### src/rtl/ddr5_cmd_scheduler_if.sv
// Request-FIFO, CA/CS command and data-phase strobe signals of the DDR5 command scheduler.
// master = request source / pin monitor side, slave = scheduler.
`timescale 1ns/1ps
interface ddr5_cmd_scheduler_if;
   logic        req_empty;
   logic        req_rd_en;
   logic [31:0] req_addr;
   logic        req_we;
   logic [31:0] req_wdata;
   logic [3:0]  req_strb;
   logic [13:0] CA;
   logic        CS;
   logic        wdata_valid;
   logic [31:0] wdata;
   logic [3:0]  wstrb;
   logic        rd_capture;
   logic        busy;

   modport master (
      output req_empty, req_addr, req_we, req_wdata, req_strb,
      input  req_rd_en, CA, CS, wdata_valid, wdata, wstrb, rd_capture, busy
   );

   modport slave (
      input  req_empty, req_addr, req_we, req_wdata, req_strb,
      output req_rd_en, CA, CS, wdata_valid, wdata, wstrb, rd_capture, busy
   );
endinterface

### src/rtl/ddr5_cmd_scheduler.sv
// DDR5 command scheduler: pops one request, issues PRE/ACT/RD/WR two-beat CA commands, inserts refresh.
// Latency: first command beat 2 cycles after the pop; data strobe T_CWL/T_CL after RD/WR beat2.
// Backpressure: req_rd_en only in IDLE with no refresh pending; one request in flight at a time.
`timescale 1ns/1ps
module ddr5_cmd_scheduler #(
   parameter int T_RCD  = 4,
   parameter int T_RP   = 4,
   parameter int T_CL   = 6,
   parameter int T_CWL  = 4,
   parameter int T_RFC  = 20,
   parameter int T_REFI = 390
) (
   input logic              mem_clk,
   input logic              rst,
   ddr5_cmd_scheduler_if.slave bus
);
   localparam logic [3:0] S_IDLE      = 4'd0;
   localparam logic [3:0] S_CHK       = 4'd1;
   localparam logic [3:0] S_PRE       = 4'd2;
   localparam logic [3:0] S_WAIT_RP   = 4'd3;
   localparam logic [3:0] S_ACT       = 4'd4;
   localparam logic [3:0] S_WAIT_RCD  = 4'd5;
   localparam logic [3:0] S_RW        = 4'd6;
   localparam logic [3:0] S_WAIT_DATA = 4'd7;
   localparam logic [3:0] S_PREA      = 4'd8;
   localparam logic [3:0] S_WAIT_PREA = 4'd9;
   localparam logic [3:0] S_REF       = 4'd10;
   localparam logic [3:0] S_WAIT_RFC  = 4'd11;

   logic [3:0]  state;
   logic        beat2;
   logic [15:0] gap;
   logic [15:0] ref_cnt;
   logic        ref_pend;
   logic [3:0]  bank_open;
   logic [13:0] open_row [4];
   logic [25:0] addr_q;
   logic        we_q;
   logic [31:0] wdata_q;
   logic [3:0]  wstrb_q;

   logic [1:0]  bank;
   logic [13:0] row;
   logic [9:0]  col;
   logic        ref_wrap;
   logic        gap_done;
   logic        pop;
   logic        unused_addr_hi;

   assign bank     = addr_q[11:10];
   assign row      = addr_q[25:12];
   assign col      = addr_q[9:0];
   assign ref_wrap = (ref_cnt == 16'(T_REFI - 1));
   assign gap_done = (gap == 16'd0);
   assign pop      = (state == S_IDLE) && !ref_pend && !bus.req_empty;
   assign unused_addr_hi = ^bus.req_addr[31:26];

   always_ff @(posedge mem_clk or posedge rst) begin
      if (rst) begin
         state     <= S_IDLE;
         beat2     <= 1'b0;
         gap       <= '0;
         ref_cnt   <= '0;
         ref_pend  <= 1'b0;
         bank_open <= '0;
         for (int i = 0; i < 4; i++) open_row[i] <= '0;
         addr_q    <= '0;
         we_q      <= 1'b0;
         wdata_q   <= '0;
         wstrb_q   <= '0;
      end else begin
         ref_cnt <= ref_wrap ? 16'd0 : ref_cnt + 16'd1;
         // A wrap landing on the last RFC cycle must not be lost by the clear.
         if (ref_wrap)
            ref_pend <= 1'b1;
         else if (state == S_WAIT_RFC && gap_done)
            ref_pend <= 1'b0;

         case (state)
            S_IDLE: begin
               if (ref_pend) begin
                  state <= (|bank_open) ? S_PREA : S_REF;
               end else if (!bus.req_empty) begin
                  addr_q <= bus.req_addr[25:0];
                  we_q   <= bus.req_we;
                  if (bus.req_we) begin
                     wdata_q <= bus.req_wdata;
                     wstrb_q <= bus.req_strb;
                  end
                  state <= S_CHK;
               end
            end
            S_CHK: begin
               if (!bank_open[bank])
                  state <= S_ACT;
               else if (open_row[bank] == row)
                  state <= S_RW;
               else
                  state <= S_PRE;
            end
            S_PRE: begin
               beat2 <= ~beat2;
               if (beat2) begin
                  bank_open[bank] <= 1'b0;
                  gap   <= 16'(T_RP - 1);
                  state <= S_WAIT_RP;
               end
            end
            S_WAIT_RP: begin
               if (gap_done) state <= S_ACT;
               else          gap   <= gap - 16'd1;
            end
            S_ACT: begin
               beat2 <= ~beat2;
               if (beat2) begin
                  bank_open[bank] <= 1'b1;
                  open_row[bank]  <= row;
                  gap   <= 16'(T_RCD - 1);
                  state <= S_WAIT_RCD;
               end
            end
            S_WAIT_RCD: begin
               if (gap_done) state <= S_RW;
               else          gap   <= gap - 16'd1;
            end
            S_RW: begin
               beat2 <= ~beat2;
               if (beat2) begin
                  gap   <= we_q ? 16'(T_CWL - 1) : 16'(T_CL - 1);
                  state <= S_WAIT_DATA;
               end
            end
            S_WAIT_DATA: begin
               if (gap_done) state <= S_IDLE;
               else          gap   <= gap - 16'd1;
            end
            S_PREA: begin
               beat2 <= ~beat2;
               if (beat2) begin
                  bank_open <= '0;
                  gap   <= 16'(T_RP - 1);
                  state <= S_WAIT_PREA;
               end
            end
            S_WAIT_PREA: begin
               if (gap_done) state <= S_REF;
               else          gap   <= gap - 16'd1;
            end
            S_REF: begin
               beat2 <= ~beat2;
               if (beat2) begin
                  gap   <= 16'(T_RFC - 1);
                  state <= S_WAIT_RFC;
               end
            end
            S_WAIT_RFC: begin
               if (gap_done) begin
                  bank_open <= '0;
                  state     <= S_IDLE;
               end else begin
                  gap <= gap - 16'd1;
               end
            end
            default: state <= S_IDLE;
         endcase
      end
   end

   // CA/CS decode straight from state so an async reset silences the pins immediately.
   logic        cmd;
   logic [2:0]  op;
   logic [1:0]  cbank;
   logic [13:0] payload;

   always_comb begin
      cmd     = 1'b1;
      op      = 3'b000;
      cbank   = bank;
      payload = '0;
      case (state)
         S_ACT:  begin op = 3'b001; payload = row; end
         S_RW:   begin op = we_q ? 3'b011 : 3'b010; payload = {4'd0, col}; end
         S_PRE:  op = 3'b100;
         S_PREA: begin op = 3'b110; cbank = 2'd0; end
         S_REF:  begin op = 3'b101; cbank = 2'd0; end
         default: cmd = 1'b0;
      endcase
   end

   assign bus.CA          = !cmd ? 14'd0 : (beat2 ? payload : {op, cbank, 9'd0});
   assign bus.CS          = cmd && !beat2;
   assign bus.req_rd_en   = pop;
   assign bus.wdata_valid = (state == S_WAIT_DATA) && gap_done && we_q;
   assign bus.rd_capture  = (state == S_WAIT_DATA) && gap_done && !we_q;
   assign bus.wdata       = wdata_q;
   assign bus.wstrb       = wstrb_q;
   assign bus.busy        = (state != S_IDLE);
endmodule

### src/flat_wrapper.sv
// flat-port wrapper written by rule: the top's interface ports become plain ports
module ddr5_cmd_scheduler_flat 
#(
   parameter int T_RCD  = 4,
   parameter int T_RP   = 4,
   parameter int T_CL   = 6,
   parameter int T_CWL  = 4,
   parameter int T_RFC  = 20,
   parameter int T_REFI = 390
)
  (mem_clk, rst, bus_req_empty, bus_req_addr, bus_req_we, bus_req_wdata, bus_req_strb, bus_req_rd_en, bus_CA, bus_CS, bus_wdata_valid, bus_wdata, bus_wstrb, bus_rd_capture, bus_busy);
  ddr5_cmd_scheduler_if bus_i ();
  input logic mem_clk;
  input logic rst;
  input wire logic [$bits(bus_i.req_empty)-1:0] bus_req_empty;
  input wire logic [$bits(bus_i.req_addr)-1:0] bus_req_addr;
  input wire logic [$bits(bus_i.req_we)-1:0] bus_req_we;
  input wire logic [$bits(bus_i.req_wdata)-1:0] bus_req_wdata;
  input wire logic [$bits(bus_i.req_strb)-1:0] bus_req_strb;
  output wire logic [$bits(bus_i.req_rd_en)-1:0] bus_req_rd_en;
  output wire logic [$bits(bus_i.CA)-1:0] bus_CA;
  output wire logic [$bits(bus_i.CS)-1:0] bus_CS;
  output wire logic [$bits(bus_i.wdata_valid)-1:0] bus_wdata_valid;
  output wire logic [$bits(bus_i.wdata)-1:0] bus_wdata;
  output wire logic [$bits(bus_i.wstrb)-1:0] bus_wstrb;
  output wire logic [$bits(bus_i.rd_capture)-1:0] bus_rd_capture;
  output wire logic [$bits(bus_i.busy)-1:0] bus_busy;
  assign bus_i.req_empty = bus_req_empty;
  assign bus_i.req_addr = bus_req_addr;
  assign bus_i.req_we = bus_req_we;
  assign bus_i.req_wdata = bus_req_wdata;
  assign bus_i.req_strb = bus_req_strb;
  assign bus_req_rd_en = bus_i.req_rd_en;
  assign bus_CA = bus_i.CA;
  assign bus_CS = bus_i.CS;
  assign bus_wdata_valid = bus_i.wdata_valid;
  assign bus_wdata = bus_i.wdata;
  assign bus_wstrb = bus_i.wstrb;
  assign bus_rd_capture = bus_i.rd_capture;
  assign bus_busy = bus_i.busy;
  ddr5_cmd_scheduler #(.T_RCD(T_RCD), .T_RP(T_RP), .T_CL(T_CL), .T_CWL(T_CWL), .T_RFC(T_RFC), .T_REFI(T_REFI)) u_core (.mem_clk(mem_clk), .rst(rst), .bus(bus_i));
endmodule
### config.mk
export PLATFORM = sky130hd
export DESIGN_NAME = ddr5_cmd_scheduler_flat
export DESIGN_NICKNAME = d
export VERILOG_FILES = /design/src/rtl/ddr5_cmd_scheduler_if.sv /design/src/rtl/ddr5_cmd_scheduler.sv /design/src/flat_wrapper.sv
export SDC_FILE = /design/constraint.sdc
export NUM_CORES = 1
export LEC_CHECK = 0
export CORE_MARGIN = 2
export CORE_UTILIZATION = 48
export DETAILED_ROUTE_END_ITERATION = 7
export GPL_ROUTABILITY_DRIVEN = 0
export GPL_TIMING_DRIVEN = 0
export PLACE_DENSITY = 0.87
export RECOVER_POWER = 100
export SLEW_MARGIN = 20
export SYNTH_ARGS = -nofsm -noshare
export SYNTH_HDL_FRONTEND = slang
export SYNTH_SLANG_ARGS = --single-unit
### constraint.sdc
create_clock -name mem_clk -period 5.2 [get_ports mem_clk]
set_input_delay 0.78 -clock mem_clk [delete_from_list [all_inputs] [get_ports mem_clk]]
set_output_delay 0.78 -clock mem_clk [all_outputs]
set_load 0.005 [all_outputs]
Yosys cells after proc, flatten, opt, wreduce, memory -nomap -nowiden --
Cells that the tools add are included.
Word-level totals: logic and storage cells 129, input bits 72, bits in registers 161, memories kept 0, RAM bits 0, output and inout port bits 55, ROM bits 0, bits in latches 0
Cells by class: reduce and logical (&&, ||, !) cells 31, shift-type cells 0, bitwise gates (word level) 7, eq/ne operators 26, mux-type cells 45, multiply operators 0, order comparisons 4, divide/modulo/power cells 0, $add $sub $neg 2
Operators with widths (number):
- 16-bit 2-to-1 mux | 5
- 14-bit 2-to-1 mux | 5
- 16-bit case mux with 4 select lines | 1
- 4-bit 2-to-1 mux | 15
- 56-bit bitwise mux | 1
- 4-bit case mux with 11 select lines | 1
- 14-bit binary-select mux with 2-bit select | 1
- 14-bit demux with 2-bit select | 1
- 14-bit case mux with 2 select lines | 1
- 2-bit by 1-bit != test with 1-bit output (second input constant) | 11
- 16-bit by 1-bit adder with 16-bit output (second input constant) | 1
- 16-bit by 9-bit equality test with 1-bit output (second input constant) | 1
- 4-bit by 3-bit equality test with 1-bit output (second input constant) | 4
- 4-bit equality test (second input constant) | 4
- 16-bit zero test | 1
- 4-bit case mux with 4 select lines | 1
- 16-bit by 1-bit subtractor with 16-bit output (second input constant) | 1
- 3-bit case mux with 5 select lines | 1
- 14-bit equality test | 1
- 4-bit nonzero test | 3
- 10-bit AND reduction | 1
- 5-bit AND reduction | 2
- 5-bit OR reduction | 2
- 1-bit logical AND | 9
- 27 further kinds | 41

Depth between registers and ports, before layout --
word-level depth 8, depth in mapped cells 8, depth with buffers taken out 7

Least setup slack after synthesis --
No wires, ideal clock.
path type flip-flop to output port, start reg u_core.state[2], end out bus_CA[9], slack 2.876 ns, stages on the path, launching flop included 8, buffers on the path 1, arrival 1.544 ns, data required time 4.420 ns, cell sequence dfrtp_1 buf_2 nand2b_1 nor2_1 a22oi_1 nand2_1 o21ai_0 nor4_1
Between the ends: longest elaborated chain between the ends 5, elaborated cells on any way between the ends 12, classes of those cells 5 x eq/ne; 5 x mux; 2 x reduce/logical
RTL lines:
- start, declared | RTL line ddr5_cmd_scheduler.sv:30 | logic [3:0] state;
- start signal, assigned | RTL line ddr5_cmd_scheduler.sv:82 | state <= (|bank_open) ? S_PREA : S_REF;
- 4-bit equality test | RTL line ddr5_cmd_scheduler.sv:180 | case (state)
- 2-bit OR reduction (no source line)
- 2-bit 2-to-1 mux | RTL line ddr5_cmd_scheduler.sv:180
- 14-bit 2-to-1 mux | RTL line ddr5_cmd_scheduler.sv:190 | assign bus.CA = !cmd ? 14'd0 : (beat2 ? payload : {op, cbank, 9'd0});
- 14-bit 2-to-1 mux (*) | RTL line ddr5_cmd_scheduler.sv:190
- end, declared | RTL line flat_wrapper.sv:21 | output wire logic [$bits(bus_i.CA)-1:0] bus_CA;
Mark *: on every way between the ends. The rest lies on a longest branch, timed or not.

Worst setup path in the final report --
Ends and elaborated chain as after synthesis.

==> results.json <==
{
  "synth_edf_count": 0,
  "ios": 127,
  "cts_buffers": 17,
  "min_period_ns": 4.006,
  "ir_drop_mv": 0.3522,
  "die-area_sq_um": 16750,
  "synth_seq_area_share": 0.5337,
  "synthTopCellsByCount": "dfrtp_1, mux2_2, nor2_1",
  "drv_cap": 1,
  "final_nets": 816,
  "die_h_microns": 129.4,
  "hold_buffers": 0,
  "grt_first_pass_wirelength_mm": 27.61,
  "cts-resized-gates": 0,
  "yosysTopAreaCellShare": 0.5337,
  "hold_viol_final": 0,
  "diodes": 0,
  "worst_pin_slew_ns": 2.966,
  "synth_top_cell_by_area": "dfrtp_1",
  "max-slew-margin-rel": -0.9879,
  "synth_area_leaders": "dfrtp_1, mux2_2, mux4_2",
  "stdcell_count": 963,
  "synthCells": 600,
  "max-clock-path-buffers": 2,
  "finClkSkew_ns": 0.006974,
  "violations": "max-capacitance violations, max-slew violations",
  "cts_sinks": 161,
  "die_w_microns": 129.4,
  "max_freq_mhz": 249.6,
  "syn_area_sq_um": 7548,
  "grt_use_total": 0.2137,
  "hold_path.class": "flop to flop",
  "grt_pass1_vias": 5460,
  "synth_cell_type_count": 53,
  "cp-end-kind": "output pin",
  "drtAntennaViolNets": 0,
  "synth.avg_cell_area_sq_um": 12.58,
  "drc": 0,
  "fin_crit_sh": 0.7704,
  "clock_latency_ns": 0.43,
  "critPathMaxFanout": 10,
  "drt_pass1_iterations": 5,
  "dp_hpwl_mm": 11.65,
  "path_class": "flop to output pin",
  "run_status": "finished with violations",
  "drive_gt1_frac": 0.2274,
  "power_density_nw_per_um2": 554.6,
  "area_delta_synth_final_pct": 26.44,
  "ys_warn_count": 0,
  "synth_nets": 676,
  "path_clk_slew_ns": 0.06,
  "grt_max_degree": 96,
  "dp_cells": 932,
  "cts_root_buf": "clkbuf_16",
  "post-route-util": 0.6255,
  "yosysMostFrequentCell": "dfrtp_1",
  "drv_slew": 67,
  "io_buffers": 120,
  "power_leakage_nw": 4.190,
  "htree_num_levels": 4,
  "start_util": 0.4947,
  "cp.required_ns": 4.42,
  "num_vias": 5386,
  "row_count": 45,
  "worstPathArrival_ns": 3.23,
  "cts_tree": "done",
  "antenna_found_initial": 0,
  "routedWlPerCell_microns": 17.90,
  "wl_mm": 17.23,
  "setup_viol_count_final": 0,
  "core_area_sq_um": 15260,
  "grt_setup_unrepaired": "false",
  "drtIter0Drc": 400,
  "overflow": 0,
  "synth_seq_cells": 161,
  "via_per_inst": 5.593,
  "cts_setup_buffers": 0,
  "synth_ff_type": "dfrtp_1",
  "ys_async_sr_fraction": 1.000,
  "critPathLaunchType": "flop"
}
area by class of cell:
class | count | area (sq um)
inverters | 8 | 31.28
clock buffers | 22 | 474.2
flip-flops and latches | 161 | 4029
fillers | 1135 | 5714
well taps | 211 | 264.0
plain buffers | 29 | 121.4
multi-input cells | 402 | 3289
repair buffers | 121 | 1229
clock inverters | 9 | 106.4
critical path, stage by stage (launching register included):
cell	delay (ns)
dfrtp_1	0.45
clkbuf_1	0.37
nand2b_1	0.20
nor2_1	0.63
a22oi_1	0.14
nand2_1	0.10
o21ai_0	0.08
nor4_1	0.20
clkdlybuf4s50_1	0.61
cell families after synthesis:
group           after synthesis  share of synthesized area
simple gates                162                     0.1107
flops                       161                     0.5337
mux                         134                     0.2231
compound gates               61                    0.05420
xor+xnor                     41                    0.04757
buf+inv                      37                    0.02404
fa+ha+maj                     4                   0.006630
routing by layer:
metal | wire (microns) | up-vias | GRT usage
li1 | - | 2436 | -
met4 | 470 | 0 | 0.07609
met1 | 7166 | 2736 | 0.2706
met3 | 972 | 41 | 0.05202
met2 | 8625 | 173 | 0.3601
met5 | 0 | - | 0
state kept, by name, summed over array words and instances, names as in the netlist:
register and count:
u_core.addr_q 26, u_core.open_row 56, u_core.state 4, u_core.we_q 1, u_core.beat2 1, u_core.gap 16, u_core.bus.wdata 32, u_core.bus.wstrb 4
u_core.ref_cnt 16, u_core.bank_open 4, u_core.ref_pend 1
layout by cell type, fill, tap and decap left out, types with 3 or more instances in the layout:
cell	n
clkbuf_1	25
nor2_1	54
nand2_1	27
dlygate4sd3_1	53
nor2b_1	3
and2_0	3
nand3_1	16
or3_1	4
a31oi_1	3
mux2_2	116
clkinv_2	3
a211oi_1	4
inv_1	7
ha_1	4
buf_2	4
xor2_1	14
nor3_1	9
clkbuf_16	17
nand4_1	8
nor4b_1	3
nor4_1	6
nand2b_1	8
o21ai_0	16
mux4_2	13
clkinvlp_4	3
xnor2_1	27
a21oi_1	17
a22oi_1	11
dfrtp_1	161
clkdlybuf4s50_1	67
and3_1	6
clkbuf_8	3
power by group:
part / total, mW / internal [mW] / leakage, nW / switching, mW
Combinational: 1.95 / 1.05 / 1.86 / 0.900
Clock: 1.24 / 0.741 / 0.278 / 0.499
Sequential: 2.10 / 1.72 / 2.05 / 0.374
Total: 5.29 / 3.52 / 4.19 / 1.77
per-stage QoR:
step           power (mW)  TNS, ns  setup WS [ns]  hold WS [ns]  area [sq um]
2_1_floorplan       3.370        0        0.07173        0.4428          7548
3_3_place_gp        4.070  -323.55         -2.026        0.4652          9014
3_5_place_dp        4.155        0          1.663        0.4604          9049
4_1_cts             5.423        0          1.413        0.4724          9629
5_1_grt             5.602        0          1.009        0.4823          9544
6_report            5.294        0          1.194        0.4670          9544
worst paths after layout:
| path | start | end | slack (ns) | cells past startpoint |
|---|---|---|---|---|
| min reg2reg | u_core.ref_cnt[15] | u_core.ref_cnt[15] | 0.47 | 1 |
| min in group asynchronous | rst | u_core.bus.wdata[6] | 1.65 | 2 |
| max | u_core.state[2] | bus_CA[9] | 1.19 | 8 |
| min | u_core.ref_cnt[15] | u_core.ref_cnt[15] | 0.47 | 1 |
| max in group asynchronous | rst | u_core.bus.wdata[18] | 2.20 | 2 |
| max reg2reg | u_core.state[1] | u_core.bus.wdata[9] | 2.13 | 8 |
Note: power is estimated with default switching activity, not from simulation.
